$ cat src/rtl/srl_fifo_ctrl.sv
// Control plane for an external shift-register FIFO: tracks level and read address,
// drives the storage shift enable and presents ap_fifo full_n/empty_n handshake.
module srl_fifo_ctrl #(
    parameter int DATA_WIDTH        = 1,
    parameter int ADDR_WIDTH        = 1,
    parameter int DEPTH             = 2,
    parameter int ALMOST_FULL_LEVEL = 1
) (
    input  logic                  ap_clk,
    input  logic                  ap_rst_n,
    input  logic                  if_write,
    input  logic [DATA_WIDTH-1:0] if_din,
    output logic                  if_full_n,
    output logic                  if_almost_full_n,
    input  logic                  if_read,
    output logic [DATA_WIDTH-1:0] if_dout,
    output logic                  if_empty_n,
    input  logic                  clear,
    output logic [ADDR_WIDTH:0]   level,
    output logic                  sr_we,
    output logic [ADDR_WIDTH-1:0] sr_addr,
    output logic [DATA_WIDTH-1:0] sr_din,
    input  logic [DATA_WIDTH-1:0] sr_dout
);

    localparam logic [ADDR_WIDTH:0] LVL_ONE   = (ADDR_WIDTH+1)'(1);
    localparam logic [ADDR_WIDTH:0] LVL_DEPTH = (ADDR_WIDTH+1)'(DEPTH);
    localparam logic [ADDR_WIDTH:0] LVL_AF    = (ADDR_WIDTH+1)'(ALMOST_FULL_LEVEL);

    logic [ADDR_WIDTH:0]   r_level;
    logic [ADDR_WIDTH-1:0] r_addr;
    logic                  r_full_n;
    logic                  r_empty_n;
    logic                  r_afull_n;

    logic                  w_push;
    logic                  w_pop;
    logic [ADDR_WIDTH:0]   w_next_level;
    logic [ADDR_WIDTH-1:0] w_next_addr;

    // Gating with ap_rst_n keeps sr_we low during reset, before the flags are known.
    assign w_push = if_write & r_full_n  & ap_rst_n;
    assign w_pop  = if_read  & r_empty_n & ap_rst_n;

    always_comb begin
        w_next_level = r_level;
        if (clear)
            w_next_level = '0;
        else if (w_push && !w_pop)
            w_next_level = r_level + LVL_ONE;
        else if (w_pop && !w_push)
            w_next_level = r_level - LVL_ONE;
    end

    // Oldest word sits at level-1; the address parks at 0 when empty.
    always_comb begin
        w_next_addr = '0;
        if (w_next_level != '0)
            w_next_addr = ADDR_WIDTH'(w_next_level - LVL_ONE);
    end

    always_ff @(posedge ap_clk) begin
        if (!ap_rst_n) begin
            r_level   <= '0;
            r_addr    <= '0;
            r_empty_n <= 1'b0;
            r_full_n  <= 1'b1;
            r_afull_n <= 1'b1;
        end else begin
            r_level   <= w_next_level;
            r_addr    <= w_next_addr;
            r_empty_n <= (w_next_level != '0);
            r_full_n  <= (w_next_level != LVL_DEPTH);
            r_afull_n <= (w_next_level < LVL_AF);
        end
    end

    assign sr_we            = w_push;
    assign sr_din           = if_din;
    assign sr_addr          = r_addr;
    assign if_dout          = sr_dout;
    assign level            = r_level;
    assign if_empty_n       = r_empty_n;
    assign if_full_n        = r_full_n;
    assign if_almost_full_n = r_afull_n;

endmodule
$ cat config.mk
export PLATFORM = sky130hd
export DESIGN_NAME = srl_fifo_ctrl
export DESIGN_NICKNAME = d
export VERILOG_FILES = /design/src/rtl/srl_fifo_ctrl.sv
export SDC_FILE = /design/constraint.sdc
export NUM_CORES = 1
export LEC_CHECK = 0
export ABC_AREA = 1
export BUFFER_PORTS_ARGS = -buffer_cell sky130_fd_sc_hd__buf_2
export CAP_MARGIN = 20
export CORE_AREA = 2 2 39 41
export DETAILED_ROUTE_END_ITERATION = 8
export DIE_AREA = 0 0 41 43
export GPL_ROUTABILITY_DRIVEN = 1
export GPL_TIMING_DRIVEN = 0
export MAX_ROUTING_LAYER = met4
export SLEW_MARGIN = 20
export SYNTH_ARGS = -nofsm -noshare
export SYNTH_HDL_FRONTEND = slang
export SYNTH_SLANG_ARGS = --single-unit
$ cat constraint.sdc
create_clock -name ap_clk -period 1 [get_ports ap_clk]
set_input_delay 0.1 -clock ap_clk [delete_from_list [all_inputs] [get_ports ap_clk]]
set_output_delay 0.1 -clock ap_clk [all_outputs]
set_load 0.01 [all_outputs]
# After elaboration in Yosys (flattened, before gate mapping)
# Cells that the tools add are included.
totals:
  regBits: 6
  in_bits: 7
  output_inout_bits: 9
  wordCells: 23
classes:
  add_sub_neg: 3
  magnitude_cmp: 1
  eq_ne: 1
  n_mux: 3
  n_bitwise: 4
  reduce_logical: 6
op_table:
  columns: ["op", "n"]
  rows:
  - ["$mux W2", 3]
  - ["$and A1 B1 Y1", 4]
  - ["$add A2 B1 Y2 const B", 1]
  - ["$logic_and A1 B1 Y1", 2]
  - ["$logic_not A1 Y1", 2]
  - ["$lt A2 B1 Y1 const B", 1]
  - ["$ne A2 B2 Y1 const B", 1]
  - ["$reduce_and A2 Y1", 1]
  - ["$reduce_bool A2 Y1", 1]
  - ["$sub A2 B1 Y2 const B", 1]
  - ["$sub A1 B1 Y1 const B", 1]

# Depth between registers and ports, before layout
logic_depth:
  ltp_word: 9
  ltp_mapped: 9
  mapped_depth_nobuf: 9

# Worst setup path before layout
# No wires, ideal clock.
synth_path:
  path_kind: "register to register"
  startpoint: "reg r_full_n (netlist: if_full_n)"
  endpoint: "reg r_afull_n (netlist: if_almost_full_n)"
  setup_time_ns: 0.108
  arrival_time_ns: 0.995
  required_time_ns: 0.892
  setup_slack_ns: -0.103
  path_stages_with_launch: 10
  n_path_buf: 0
  period_less_slack_ns: 1.103
  cell_sequence: "dfxtp_1 nand2_1 nor2_4 nand2_2 nand2_1 nand2_1 nand2_2 nand2_2 nand2_2 inv_2"
synth_via:
  elab_chain_len: 8
  elab_cells_between_ends: 9
  classes_between: "order compare: 1; mux: 3; bitwise: 2; reduce/logical: 3"
synth_lines:
  columns: ["element", "line_no", "text"]
  rows:
  - ["from (decl)", "32", "logic r_full_n;"]
  - ["from (signal assigned)", "73", "r_full_n <= (w_next_level != LVL_DEPTH);"]
  - ["$and A1 B1 Y1 (*) (2 in a row)", "42", "assign w_push = if_write & r_full_n & ap_rst_n;"]
  - ["net sr_we", "20", "output logic sr_we,"]
  - ["$logic_not A1 Y1", "51", "else if (w_pop && !w_push)"]
  - ["$logic_and A1 B1 Y1", "51", null]
  - ["$mux W2", "51", null]
  - ["$mux W2 (*)", "49", "else if (w_push && !w_pop)"]
  - ["$mux W2 (*)", "47", "if (clear)"]
  - ["$lt A2 B1 Y1 (*)", "74", "r_afull_n <= (w_next_level < LVL_AF);"]
  - ["to (signal assigned)", "74", null]
  - ["to (decl)", "34", "logic r_afull_n;"]
# The timed path passes the listed nets; every way through them passes the cells marked *.
# A chain may end at the register's enable or synchronous reset.

# Worst setup path after layout
layout_path:
  startpoint: "reg r_empty_n (netlist: if_empty_n)"
  endpoint: "reg r_afull_n (netlist: if_almost_full_n)"
layout_via:
  elab_chain_len: 7
  elab_cells_between_ends: 9
  classes_between: "order compare: 1; mux: 3; bitwise: 2; reduce/logical: 3"
layout_lines:
  columns: ["element", "line_no", "text"]
  rows:
  - ["from (decl)", "33", "logic r_empty_n;"]
  - ["from (signal assigned)", "72", "r_empty_n <= (w_next_level != '0);"]
  - ["$and A1 B1 Y1 (*) (2 in a row)", "43", "assign w_pop = if_read & r_empty_n & ap_rst_n;"]
  - ["$logic_and A1 B1 Y1 or $logic_not A1 Y1 (tied branches)", "51, 49", null]
  - ["$mux W2 or $logic_and A1 B1 Y1 (tied branches)", "51, 49", null]
  - ["$mux W2 (*)", "49", null]
  - ["$mux W2 (*)", "47", null]
  - ["$lt A2 B1 Y1 (*)", "74", null]
# Mark *: on every way between the ends. The rest lies on a longest branch, timed or not.

==> impl_metrics.json <==
{
  "dr_wl_met3_um": 24,
  "antenna_left": 0,
  "fin_area_um2": 472,
  "gp_congestion": 0.735,
  "finalHoldViolCount": 0,
  "start_util_pct": 21.6,
  "netlist_area_um2": 299,
  "path_max_fanout": 3,
  "crit_arrival_ns": 1.19,
  "antenna_cells": 0,
  "timing.final.ws_setup_ns": -0.0534,
  "rows": 14,
  "finalMaxSlewViolations": 0,
  "drt-pass1-iter-count": 4,
  "portBuffers": 13,
  "cts_hold_buf": 0,
  "rsz0062_at_grt": "true",
  "die_w_um": 41,
  "synthCells": 43,
  "hold_path_class": "in2reg",
  "dieArea_um2": 1760,
  "ys_ff_latch": 6,
  "cts.path.max_buffers": 2,
  "p_leak_uw": 0.000238,
  "synth-warning-count": 0,
  "ios": 16,
  "grt_antenna_before_repair": 0,
  "cts_root_buf": "clkbuf_4",
  "max_cap_violations": 0,
  "crit_type": "reg2reg",
  "drtIter0Drc": 4,
  "post-route-min-period_ns": 1.05,
  "end_kind": "flip-flop",
  "fmax_mhz": 949,
  "ys_seq_area_share_pct": 40.2,
  "placed_cell_area_um2": 389,
  "slew_headroom_pct": 91.7,
  "cts_htree_levels": 1,
  "syn_area_per_cell_um2": 6.95,
  "cts-buffers-inserted": 3,
  "maxUsedRoutingLayer": "met3",
  "grt_overflow": 0,
  "ys_types": 10,
  "totalWireLength_um": 624,
  "wl_met2_um": 371,
  "core_area_um2": 1380,
  "m1WireLength_um": 228,
  "synthesis.nets": 50,
  "critPathLaunchType": "flip-flop",
  "worst_pin_slew_ns": 0.124,
  "routed-via-count": 313,
  "grtUsageTotal_pct": 8.64,
  "drc": 0,
  "violations": "setup timing",
  "grt_pass1_vias": 268,
  "dpl.hpwl_um": 479,
  "utilization_pct": 34.1,
  "setup_violations": 5,
  "avgViaCountPerCell": 4.01,
  "worst_hold_slack_ns": 0.135,
  "fin_worst_skew_ns": 0.00192,
  "numClockSinks": 6,
  "ir_drop_uv": 706,
  "synth_top_area_share_pct": 40.2,
  "cts_tree": "built",
  "syn_to_final_growth_pct": 57.7,
  "die_h_um": 43,
  "powerDensity_nw_per_um2": 1270,
  "insertion_delay_ns": 0.24,
  "grt_max_degree": 5,
  "drive_gt1_share_pct": 72.6,
  "finish.net_count": 71,
  "status": "complete, but fails checks",
  "grt_pass1_wl_um": 924,
  "synthTopCellsByArea": "dfxtp_1, nand2_1, nand3_1, nand2_2, inv_1",
  "synth_area_leader_cell": "dfxtp_1",
  "drt-wirelength-per-cell_um": 8.00,
  "report.power.total_uw": 598,
  "crit_required_ns": 1.14,
  "clk_pin_slew_ns": 0.04,
  "finalCritPeriodShare_pct": 105
}
[path summary, 6_finish.rpt]
| check | start | cells past startpoint | slack (ns) | end |
|---|---|---|---|---|
| worst max-delay path | if_empty_n$_SDFF_PN0_ | 9 | -0.05 | if_almost_full_n$_SDFF_PN1_ |
| worst max register to register | if_empty_n$_SDFF_PN0_ | 9 | -0.05 | if_almost_full_n$_SDFF_PN1_ |
| worst min register to register | level[0]$_SDFF_PN0_ | 3 | 0.63 | sr_addr$_SDFF_PN0_ |
| worst min-delay path | clear | 4 | 0.13 | level[0]$_SDFF_PN0_ |
[placed cells by master (no fill, tap or decap)]
cell	instances
nand3_1	4
nor2_2	4
nand2_4	1
nor2_1	1
nand2_2	7
dfxtp_1	2
buf_2	13
nor2_4	2
buf_4	5
dfxtp_2	3
dfxtp_4	1
nand3_2	2
clkbuf_4	3
inv_2	4
inv_1	4
nand2_1	6
[Yosys cell counts]
cell type  count
buf_4          2
dfxtp_1        6
inv_1          6
inv_2          2
nand2_1       10
nand2_2        4
nand3_1        6
nor2_1         3
nor2_2         3
nor2_4         1
[cell families (layout without fill, tap and decap cells)]
group / count (synthesis) / in the layout / share of synthesized area (%)
buffers and inverters: 10 / 29 / 15.1
AND/OR/NAND/NOR: 27 / 27 / 44.8
flip-flops: 6 / 6 / 40.2
[timing repair]
item / in CTS / in global routing
endpoints found under the hold margin: 0 / 0
cloned: 0 / 0
pin swaps: 2 / 6
gates resized for setup: 1 / 13
setup buffers: 1 / 2
setup endpoints to repair: 3 / 7
[metal layers]
metal	vias up	GRT usage [%]
li1	165	-
met1	143	7.07
met2	5	12.8
met3	0	3.14
met4	0	10.0
met5	-	-
[where the power goes]
part / internal, µW / leakage [µW] / switching [µW]
Combinational: 53.8 / 0.000174 / 68.6
Clock: 135 / 0.0000138 / 79.7
Sequential: 252 / 0.0000501 / 8.33
Total: 441 / 0.000238 / 157
[critical path, cell delays in order, from the launching register on]
cell and delay, ns:
dfxtp_2 0.35, nand2_2 0.05, nor2_2 0.09, nand2_1 0.09, nand2_1 0.07, nand2_1 0.05
nand2_2 0.08, nand2_2 0.06, nand2_2 0.08, inv_2 0.03
[state kept, by name (all words and copies together) (netlist names)]
| signal | count |
|---|---|
| if_almost_full_n | 1 |
| if_empty_n | 1 |
| if_full_n | 1 |
| level | 2 |
| sr_addr | 1 |
[area by class of cell]
| type | instances | area [µm²] |
|---|---|---|
| inverter | 8 | 30.0 |
| multi-input combinational | 27 | 169 |
| tap | 16 | 20.0 |
| sequential | 6 | 128 |
| timing repair buffer | 16 | 87.6 |
| buffer | 2 | 15.0 |
| fill | 157 | 912 |
| clock buffer | 3 | 22.5 |
[through the flow]
step / std cells / setup TNS, ns / setup WS [ns]
2_1_floorplan: 43 / -0.0372 / -0.0332
4_1_cts: 76 / -0.0874 / -0.0560
3_3_place_gp: 72 / -0.0434 / -0.0313
6_report: 78 / -0.158 / -0.0534
3_5_place_dp: 72 / -0.0867 / -0.0502
5_1_grt: 78 / -0.596 / -0.126
Power figures use the tool's default switching activity.
